`src/rtl/rholang_pkg.sv`:
```
// Shared constants and types for the Rholang program decoder: stream
// opcodes, parse error causes, parser states and the queued descriptor.
package rholang_pkg;

  localparam int RHO_FPU_ID_WIDTH = 4;

  localparam logic [3:0] OP_BEGIN = 4'h1;
  localparam logic [3:0] OP_PROC  = 4'h2;
  localparam logic [3:0] OP_END   = 4'hF;

  localparam logic [2:0] ERR_NONE     = 3'd0;
  localparam logic [2:0] ERR_SEQ      = 3'd1;
  localparam logic [2:0] ERR_TOO_MANY = 3'd2;
  localparam logic [2:0] ERR_TYPE     = 3'd3;
  localparam logic [2:0] ERR_COUNT    = 3'd4;
  localparam logic [2:0] ERR_OPCODE   = 3'd5;

  typedef enum logic [2:0] {
    ST_IDLE,
    ST_HDR,
    ST_DATA,
    ST_LOADED,
    ST_DISPATCH,
    ST_ERROR
  } parser_state_t;

  typedef struct packed {
    logic [RHO_FPU_ID_WIDTH-1:0] fpu_id;
    logic [3:0]                  ptype;
    logic [31:0]                 data;
  } desc_t;

  // States in which the host word stream is being consumed.
  function automatic logic accepts_words(parser_state_t s);
    return (s == ST_IDLE) || (s == ST_HDR) || (s == ST_DATA);
  endfunction

endpackage

```
`src/rtl/rholang_program_decoder_if.sv`:
```
// Host word stream plus process-init port. The decoder is the slave side,
// the host/process-manager pair is the master side.
interface rholang_program_decoder_if #(
  parameter int FPU_ID_WIDTH = 4
);
  logic [31:0]             program_data;
  logic                    program_valid;
  logic                    program_ready;
  logic [FPU_ID_WIDTH-1:0] init_fpu_id;
  logic [3:0]              init_process_type;
  logic [31:0]             init_process_data;
  logic                    init_valid;
  logic                    init_ready;

  modport master (
    output program_data, program_valid, init_ready,
    input  program_ready, init_fpu_id, init_process_type, init_process_data, init_valid
  );

  modport slave (
    input  program_data, program_valid, init_ready,
    output program_ready, init_fpu_id, init_process_type, init_process_data, init_valid
  );
endinterface

```
`src/rtl/rholang_desc_fifo.sv`:
```
// Descriptor queue: synchronous FIFO with first-word-fall-through head,
// extra pointer bit to tell full from empty, and a soft clear.
module rholang_desc_fifo #(
  parameter int WIDTH = 40,
  parameter int DEPTH = 16
) (
  input  logic                     clk,
  input  logic                     reset,
  input  logic                     clear,
  input  logic                     push,
  input  logic [WIDTH-1:0]         push_data,
  input  logic                     pop,
  output logic [WIDTH-1:0]         head,
  output logic                     full,
  output logic                     empty,
  output logic [$clog2(DEPTH):0]   level
);
  localparam int AW = $clog2(DEPTH);

  logic [WIDTH-1:0] mem [DEPTH];
  logic [AW:0]      wr_ptr;
  logic [AW:0]      rd_ptr;

  // Storage write; no reset so it maps onto plain RAM.
  always_ff @(posedge clk) begin
    if (push && !full) begin
      mem[wr_ptr[AW-1:0]] <= push_data;
    end
  end

  // Pointer update; clear flushes by realigning both pointers.
  always_ff @(posedge clk or posedge reset) begin
    if (reset) begin
      wr_ptr <= '0;
      rd_ptr <= '0;
    end else if (clear) begin
      wr_ptr <= '0;
      rd_ptr <= '0;
    end else begin
      if (push && !full) wr_ptr <= wr_ptr + 1'b1;
      if (pop && !empty) rd_ptr <= rd_ptr + 1'b1;
    end
  end

  assign empty = (wr_ptr == rd_ptr);
  assign full  = (wr_ptr[AW] != rd_ptr[AW]) && (wr_ptr[AW-1:0] == rd_ptr[AW-1:0]);
  assign level = wr_ptr - rd_ptr;
  assign head  = mem[rd_ptr[AW-1:0]];
endmodule

```
`src/rtl/rholang_program_decoder.sv`:
```
// Parses BEGIN/PROC/END descriptor streams into a queue and, on start,
// dispatches the queued descriptors to the process-management init port.
module rholang_program_decoder
  import rholang_pkg::*;
#(
  parameter int NUM_FPUS     = 16,
  parameter int FPU_ID_WIDTH = RHO_FPU_ID_WIDTH,
  parameter int DEPTH        = 16
) (
  input  logic                      clk,
  input  logic                      reset,
  rholang_program_decoder_if.slave  bus,
  input  logic                      start_execution,
  input  logic                      clear,
  output logic                      program_loaded,
  output logic                      dispatch_done,
  output logic                      error,
  output logic [2:0]                error_code,
  output logic [15:0]               record_count
);
  localparam int          AW          = $clog2(DEPTH);
  localparam int          DESC_W      = FPU_ID_WIDTH + 4 + 32;
  localparam logic [15:0] DEPTH_LIMIT = 16'(DEPTH);
  localparam logic [AW:0] ONE_LEFT    = (AW+1)'(1);

  if (NUM_FPUS > (1 << FPU_ID_WIDTH)) begin : g_fpu_range_check
    $error("NUM_FPUS does not fit in FPU_ID_WIDTH bits");
  end

  parser_state_t           state, state_next;
  logic [15:0]             n_reg, n_next;
  logic [3:0]              type_reg, type_next;
  logic [FPU_ID_WIDTH-1:0] id_reg, id_next;
  logic [15:0]             count_reg, count_next;
  logic                    error_reg, error_next;
  logic [2:0]              code_reg, code_next;
  logic                    ready_reg;
  logic                    done_reg, done_next;

  logic                    fifo_push, fifo_pop, fifo_clear;
  logic                    fifo_full, fifo_empty;
  logic [AW:0]             fifo_level;
  logic [DESC_W-1:0]       fifo_head;
  logic [FPU_ID_WIDTH-1:0] head_id;
  logic [3:0]              head_type;
  logic [31:0]             head_data;

  logic [3:0]              opcode;
  logic                    word_accept;
  logic                    raise_err;
  logic [2:0]              raise_code;
  logic                    init_valid_w;

  assign opcode      = bus.program_data[31:28];
  assign word_accept = bus.program_valid && ready_reg;

  rholang_desc_fifo #(
    .WIDTH (DESC_W),
    .DEPTH (DEPTH)
  ) u_fifo (
    .clk       (clk),
    .reset     (reset),
    .clear     (fifo_clear),
    .push      (fifo_push),
    .push_data ({id_reg, type_reg, bus.program_data}),
    .pop       (fifo_pop),
    .head      (fifo_head),
    .full      (fifo_full),
    .empty     (fifo_empty),
    .level     (fifo_level)
  );

  // Next-state, queue control and error capture; clear overrides everything.
  always_comb begin
    state_next = state;
    n_next     = n_reg;
    type_next  = type_reg;
    id_next    = id_reg;
    count_next = count_reg;
    error_next = error_reg;
    code_next  = code_reg;
    done_next  = 1'b0;
    fifo_push  = 1'b0;
    fifo_pop   = 1'b0;
    fifo_clear = 1'b0;
    raise_err  = 1'b0;
    raise_code = ERR_NONE;

    unique case (state)
      ST_IDLE: if (word_accept) begin
        if (opcode != OP_BEGIN) begin
          raise_err = 1'b1; raise_code = ERR_SEQ;
        end else if (bus.program_data[15:0] > DEPTH_LIMIT) begin
          raise_err = 1'b1; raise_code = ERR_TOO_MANY;
        end else begin
          state_next = ST_HDR;
          n_next     = bus.program_data[15:0];
          count_next = '0;
        end
      end
      ST_HDR: if (word_accept) begin
        if (opcode == OP_PROC) begin
          if (bus.program_data[27:24] == 4'h0) begin
            raise_err = 1'b1; raise_code = ERR_TYPE;
          end else if (count_reg == n_reg) begin
            raise_err = 1'b1; raise_code = ERR_COUNT;
          end else begin
            type_next  = bus.program_data[27:24];
            id_next    = bus.program_data[FPU_ID_WIDTH-1:0];
            state_next = ST_DATA;
          end
        end else if (opcode == OP_END) begin
          if (count_reg == n_reg) state_next = ST_LOADED;
          else begin raise_err = 1'b1; raise_code = ERR_COUNT; end
        end else if (opcode == OP_BEGIN) begin
          raise_err = 1'b1; raise_code = ERR_SEQ;
        end else begin
          raise_err = 1'b1; raise_code = ERR_OPCODE;
        end
      end
      ST_DATA: if (word_accept) begin
        fifo_push  = !fifo_full;
        count_next = count_reg + 16'd1;
        state_next = ST_HDR;
      end
      ST_LOADED: if (start_execution) begin
        // An empty program completes as soon as it is started.
        if (fifo_empty) begin
          state_next = ST_IDLE;
          done_next  = 1'b1;
        end else begin
          state_next = ST_DISPATCH;
        end
      end
      ST_DISPATCH: begin
        if (fifo_empty) begin
          state_next = ST_IDLE;
        end else if (bus.init_ready) begin
          fifo_pop = 1'b1;
          if (fifo_level == ONE_LEFT) begin
            state_next = ST_IDLE;
            done_next  = 1'b1;
          end
        end
      end
      ST_ERROR: ;
      default: state_next = ST_IDLE;
    endcase

    if (raise_err) begin
      state_next = ST_ERROR;
      error_next = 1'b1;
      code_next  = raise_code;
    end

    if (clear) begin
      state_next = ST_IDLE;
      count_next = '0;
      error_next = 1'b0;
      code_next  = ERR_NONE;
      done_next  = 1'b0;
      fifo_push  = 1'b0;
      fifo_pop   = 1'b0;
      fifo_clear = 1'b1;
    end
  end

  // Parser registers; ready is registered so it reads 0 while reset is held.
  always_ff @(posedge clk or posedge reset) begin
    if (reset) begin
      state     <= ST_IDLE;
      n_reg     <= '0;
      type_reg  <= '0;
      id_reg    <= '0;
      count_reg <= '0;
      error_reg <= 1'b0;
      code_reg  <= ERR_NONE;
      ready_reg <= 1'b0;
      done_reg  <= 1'b0;
    end else begin
      state     <= state_next;
      n_reg     <= n_next;
      type_reg  <= type_next;
      id_reg    <= id_next;
      count_reg <= count_next;
      error_reg <= error_next;
      code_reg  <= code_next;
      ready_reg <= accepts_words(state_next);
      done_reg  <= done_next;
    end
  end

  // Payload is forced to zero whenever nothing is being offered.
  assign {head_id, head_type, head_data} = fifo_head;
  assign init_valid_w          = (state == ST_DISPATCH) && !fifo_empty;
  assign bus.init_valid        = init_valid_w;
  assign bus.init_fpu_id       = init_valid_w ? head_id   : '0;
  assign bus.init_process_type = init_valid_w ? head_type : '0;
  assign bus.init_process_data = init_valid_w ? head_data : '0;
  assign bus.program_ready     = ready_reg;

  assign program_loaded = (state == ST_LOADED);
  assign dispatch_done  = done_reg;
  assign error          = error_reg;
  assign error_code     = code_reg;
  assign record_count   = count_reg;
endmodule

```
`src/flat_wrapper.sv`:
```
// flat-port wrapper written by rule: the top's interface ports become plain ports
module rholang_program_decoder_flat import rholang_pkg::*;
#(
  parameter int NUM_FPUS     = 16,
  parameter int FPU_ID_WIDTH = RHO_FPU_ID_WIDTH,
  parameter int DEPTH        = 16
)
  (clk, reset, start_execution, clear, program_loaded, dispatch_done, error, error_code, record_count, bus_program_data, bus_program_valid, bus_init_ready, bus_program_ready, bus_init_fpu_id, bus_init_process_type, bus_init_process_data, bus_init_valid);
  rholang_program_decoder_if #(.FPU_ID_WIDTH(FPU_ID_WIDTH)) bus_i ();
  input  logic clk;
  input  logic reset;
  input  logic start_execution;
  input  logic clear;
  output logic program_loaded;
  output logic dispatch_done;
  output logic error;
  output logic [2:0] error_code;
  output logic [15:0] record_count;
  input wire logic [$bits(bus_i.program_data)-1:0] bus_program_data;
  input wire logic [$bits(bus_i.program_valid)-1:0] bus_program_valid;
  input wire logic [$bits(bus_i.init_ready)-1:0] bus_init_ready;
  output wire logic [$bits(bus_i.program_ready)-1:0] bus_program_ready;
  output wire logic [$bits(bus_i.init_fpu_id)-1:0] bus_init_fpu_id;
  output wire logic [$bits(bus_i.init_process_type)-1:0] bus_init_process_type;
  output wire logic [$bits(bus_i.init_process_data)-1:0] bus_init_process_data;
  output wire logic [$bits(bus_i.init_valid)-1:0] bus_init_valid;
  assign bus_i.program_data = bus_program_data;
  assign bus_i.program_valid = bus_program_valid;
  assign bus_i.init_ready = bus_init_ready;
  assign bus_program_ready = bus_i.program_ready;
  assign bus_init_fpu_id = bus_i.init_fpu_id;
  assign bus_init_process_type = bus_i.init_process_type;
  assign bus_init_process_data = bus_i.init_process_data;
  assign bus_init_valid = bus_i.init_valid;
  rholang_program_decoder #(.NUM_FPUS(NUM_FPUS), .FPU_ID_WIDTH(FPU_ID_WIDTH), .DEPTH(DEPTH)) u_core (.clk(clk), .reset(reset), .bus(bus_i), .start_execution(start_execution), .clear(clear), .program_loaded(program_loaded), .dispatch_done(dispatch_done), .error(error), .error_code(error_code), .record_count(record_count));
endmodule
```
`config.mk`:
```
export PLATFORM = sky130hd
export DESIGN_NAME = rholang_program_decoder_flat
export DESIGN_NICKNAME = d
export VERILOG_FILES = /design/src/rtl/rholang_pkg.sv /design/src/rtl/rholang_program_decoder_if.sv /design/src/rtl/rholang_desc_fifo.sv /design/src/rtl/rholang_program_decoder.sv /design/src/flat_wrapper.sv
export SDC_FILE = /design/constraint.sdc
export NUM_CORES = 1
export LEC_CHECK = 0
export CORE_AREA = 8 8 232 234
export CTS_BUF_LIST = sky130_fd_sc_hd__clkbuf_8
export DETAILED_ROUTE_END_ITERATION = 10
export DIE_AREA = 0 0 240 242
export GPL_ROUTABILITY_DRIVEN = 0
export GPL_TIMING_DRIVEN = 0
export PLACE_DENSITY = 0.73
export SLEW_MARGIN = 20
export SYNTH_ARGS = -nofsm -noshare
export SYNTH_HDL_FRONTEND = slang
export SYNTH_SLANG_ARGS = --single-unit
```
`constraint.sdc`:
```
create_clock -name clk -period 6.2 [get_ports clk]
set_clock_uncertainty 0.05 [all_clocks]
set_input_delay 0.62 -clock clk [delete_from_list [all_inputs] [get_ports clk]]
set_output_delay 0.62 -clock clk [all_outputs]
set_load 0.05 [all_outputs]
```
==> qor.yml <==
run_status:
  run_status: "complete, no violations"
clock_tree:
  post_cts.repair.setup_buffers: 0
  worstSkewPairLatency_ns: 0.69
  cts_made_buffers: 106
  cts_hold_buf: 0
  cts.path.max_buffers: 3
  path_clk_slew_ns: 0.07
  cts-htree-levels: 3
  clock_sinks: 699
  cts-root-buf: "clkbuf_8"
  cts_tree: "done"
  cts_resized: 0
synthesis:
  synth_fp_nets: 1322
  synth_xor_area_share_pct: 1.10
  syn_area_per_cell_sq_um: 21.7
  async_reset_ff_share_pct: 8.44
  syn_inst: 1273
  synth_flop_cell: "edfxtp_1"
  ys_types: 69
  synth_top_family_by_area: "multiplexers"
  ys_warn_count: 0
  seq_area_frac_synth_pct: 74.8
  synth_area_sq_um: 27700
  synthAdderAreaFrac_pct: 0.525
  ys_seq_elements: 699
  yosys.area_share.simple_pct: 3.89
  yosys-mux-area-fraction_pct: 16.9
  synth-edff-count: 640
  synth_compound_area_share_pct: 1.30
cells_and_area:
  multi_input_area_sq_um: 6650
  fill_cells: 3356
  area_growth_pct: 17.2
  layout_commonest_cell: "edfxtp_1"
  layout_common_cells: "edfxtp_1 (640), mux4_2 (200), clkbuf_8 (116)"
  largest_register_ffs: 640
  fin_cells: 2293
  drive_gt1_share_pct: 29.2
  ff_latch_area_sq_um: 20700
  layout.nets: 1583
sta:
  holdWs_ns: 0.204
  timing.final.crit_share_pct: 97.1
  relSlewSlack_pct: 26.1
  fin_crit_ns: 6.02
  drv_slew: 0
  grt_setup_unrepaired: "no"
  fmax_mhz: 166
  hold_violations: 0
  setup_ws_ns: 0.181
  setup_violations: 0
  tightest_slew_ns: 1.11
detailed_routing:
  wirelength_mm: 62.6
  via_per_inst: 6.06
  dr_total_vias: 13900
  dr.pass1.iters: 8
  drtAntennaViolNets: 0
  wl_met3_mm: 5.02
  dr.max_layer_used: "met5"
  drc: 0
  dr.first_iter.drc_count: 1328
  wl_met1_mm: 24.9
  wire_per_inst_microns: 27.3
  wl_met2_mm: 31.1
grt:
  grt_pass1_wl_mm: 92.6
  grt_pass1_vias: 14700
  overflow: 0
  antenna_found_initial: 2
  grt_max_degree: 41
  track_usage_pct: 21.8
run:
  maxCapViolCount: 0
place:
  placed_cells: 2106
  dp_worst_setup_slack_ns: 0.956
  io_buffers: 100
  hpwl_mm: 39.8
power:
  p_leak_nw: 10.6
  peakVddDrop_uv: 180
  power_per_cell_area_nw_per_um2: 269
  total_power_mw: 8.73
worst_hold_path:
  hp-class: "in -> async"
floorplan:
  dieArea_sq_um: 58100
  ioPinCount: 102
  dieWidth_microns: 240
  start_util_pct: 54.8
  die_y_microns: 242
  row_count: 83
  coreArea_sq_um: 50500
critical_path:
  crit_type: "reg -> out"
  ff2ff_path_depth: 14
  arrival_ns: 5.35
  crit_fanout: 10
  critical_path_required_ns: 5.53
  cp-end-kind: "output pin"
  start_kind: "flop"
-- worst max-delay path, cell delays in order (launching register included) --
cell and delay (ns):
dfrtp_1 0.44, buf_2 0.30, buf_2 0.32, buf_1 0.64, inv_1 0.14, ha_1 0.33, nand4_1 0.13, nor2_2 0.08
nor3_4 0.51, clkbuf_1 0.58, and2_1 0.33, clkdlybuf4s50_1 0.84
-- routing by layer --
metal,GRT usage (%),up-vias
li1,-,5818
met1,29.4,7300
met2,35.1,675
met3,4.87,111
met4,7.32,2
met5,0,-
-- logic make-up after synthesis --
family / after synthesis
AO/OA/AOI/OAI: 51
XOR/XNOR: 33
adder cells (fa/ha/maj): 11
buffers and inverters: 77
flip-flops: 699
multiplexers: 214
AND/OR/NAND/NOR: 188
-- synth_stat cells, types with 2 or more instances --
cell        n  area [sq um]
nor2_1     39           146
clkbuf_1   24          90.1
nand2b_1    8          50.1
buf_1       9          33.8
o31ai_1     5          37.5
nor3_4      2          32.5
nand2_1    22          82.6
nor2b_1    13          81.3
edfxtp_1  640         19200
o21ai_0    13          65.1
buf_6      11           124
nand4_1    10          62.6
and2_1     41           257
mux2_2     13           146
dfrtp_1    59          1480
o41ai_1     2          17.5
xnor2_1    22           193
o21a_1      2          15.0
nor4_1      4          25.0
mux4_2    200          4500
buf_2      15          75.1
nand3_1    14          70.1
a21oi_1    12          60.1
or3_1       5          31.3
o22ai_1     2          12.5
o21ai_1     2          10.0
and3_1      2          12.5
xor2_1      9          78.8
nor3_1     11          55.1
ha_1       10           125
clkbuf_8    2          27.5
inv_1      13          48.8
-- report_power, final --
part	internal (mW)	switching, mW
clock	1.74	1.72
combinational	0.0390	0.0931
sequential	5.14	0.00496
total	6.91	1.81
-- per-stage QoR --
step                instance area [sq um]  setup TNS, ns  utilization [%]
floorplan                           27700              0                -
global placement                    29500        -856.56             58.5
detailed placement                  30500              0             60.4
CTS                                 32400              0             64.2
global route                        32400              0             64.2
finish                              32400              0             64.2
-- final cells by class --
type / count / area share, %
Sequential cell: 699 / 63.9
Buffer: 62 / 1.11
Clock inverter: 72 / 1.09
Multi-Input combinational cell: 497 / 20.5
Timing Repair Buffer: 153 / 5.78
Tap cell: 680 / 2.63
Antenna cell: 1 / 0.00772
Inverter: 15 / 0.181
Clock buffer: 114 / 4.84
-- final timing paths --
path | slack (ns) | start | end
setup / recovery | 0.18 | u_core.u_fifo.rd_ptr[1]$_DFFE_PP0P_ | bus_init_fpu_id[2]
hold / removal | 0.20 | reset | u_core.error_code[0]$_DFFE_PP0P_
setup reg to reg | 1.38 | u_core.u_fifo.rd_ptr[1]$_DFFE_PP0P_ | u_core.u_fifo.mem[2][22]$_DFFE_PP_
hold reg to reg | 0.45 | u_core.error$_DFFE_PP0P_ | u_core.error$_DFFE_PP0P_
max in group asynchronous | 5.36 | reset | u_core.n_reg[6]$_DFFE_PP0P_
min in group clk | 0.20 | clear | u_core.u_fifo.rd_ptr[3]$_DFFE_PP0P_
No activity file was read; power rests on OpenSTA's default activity.
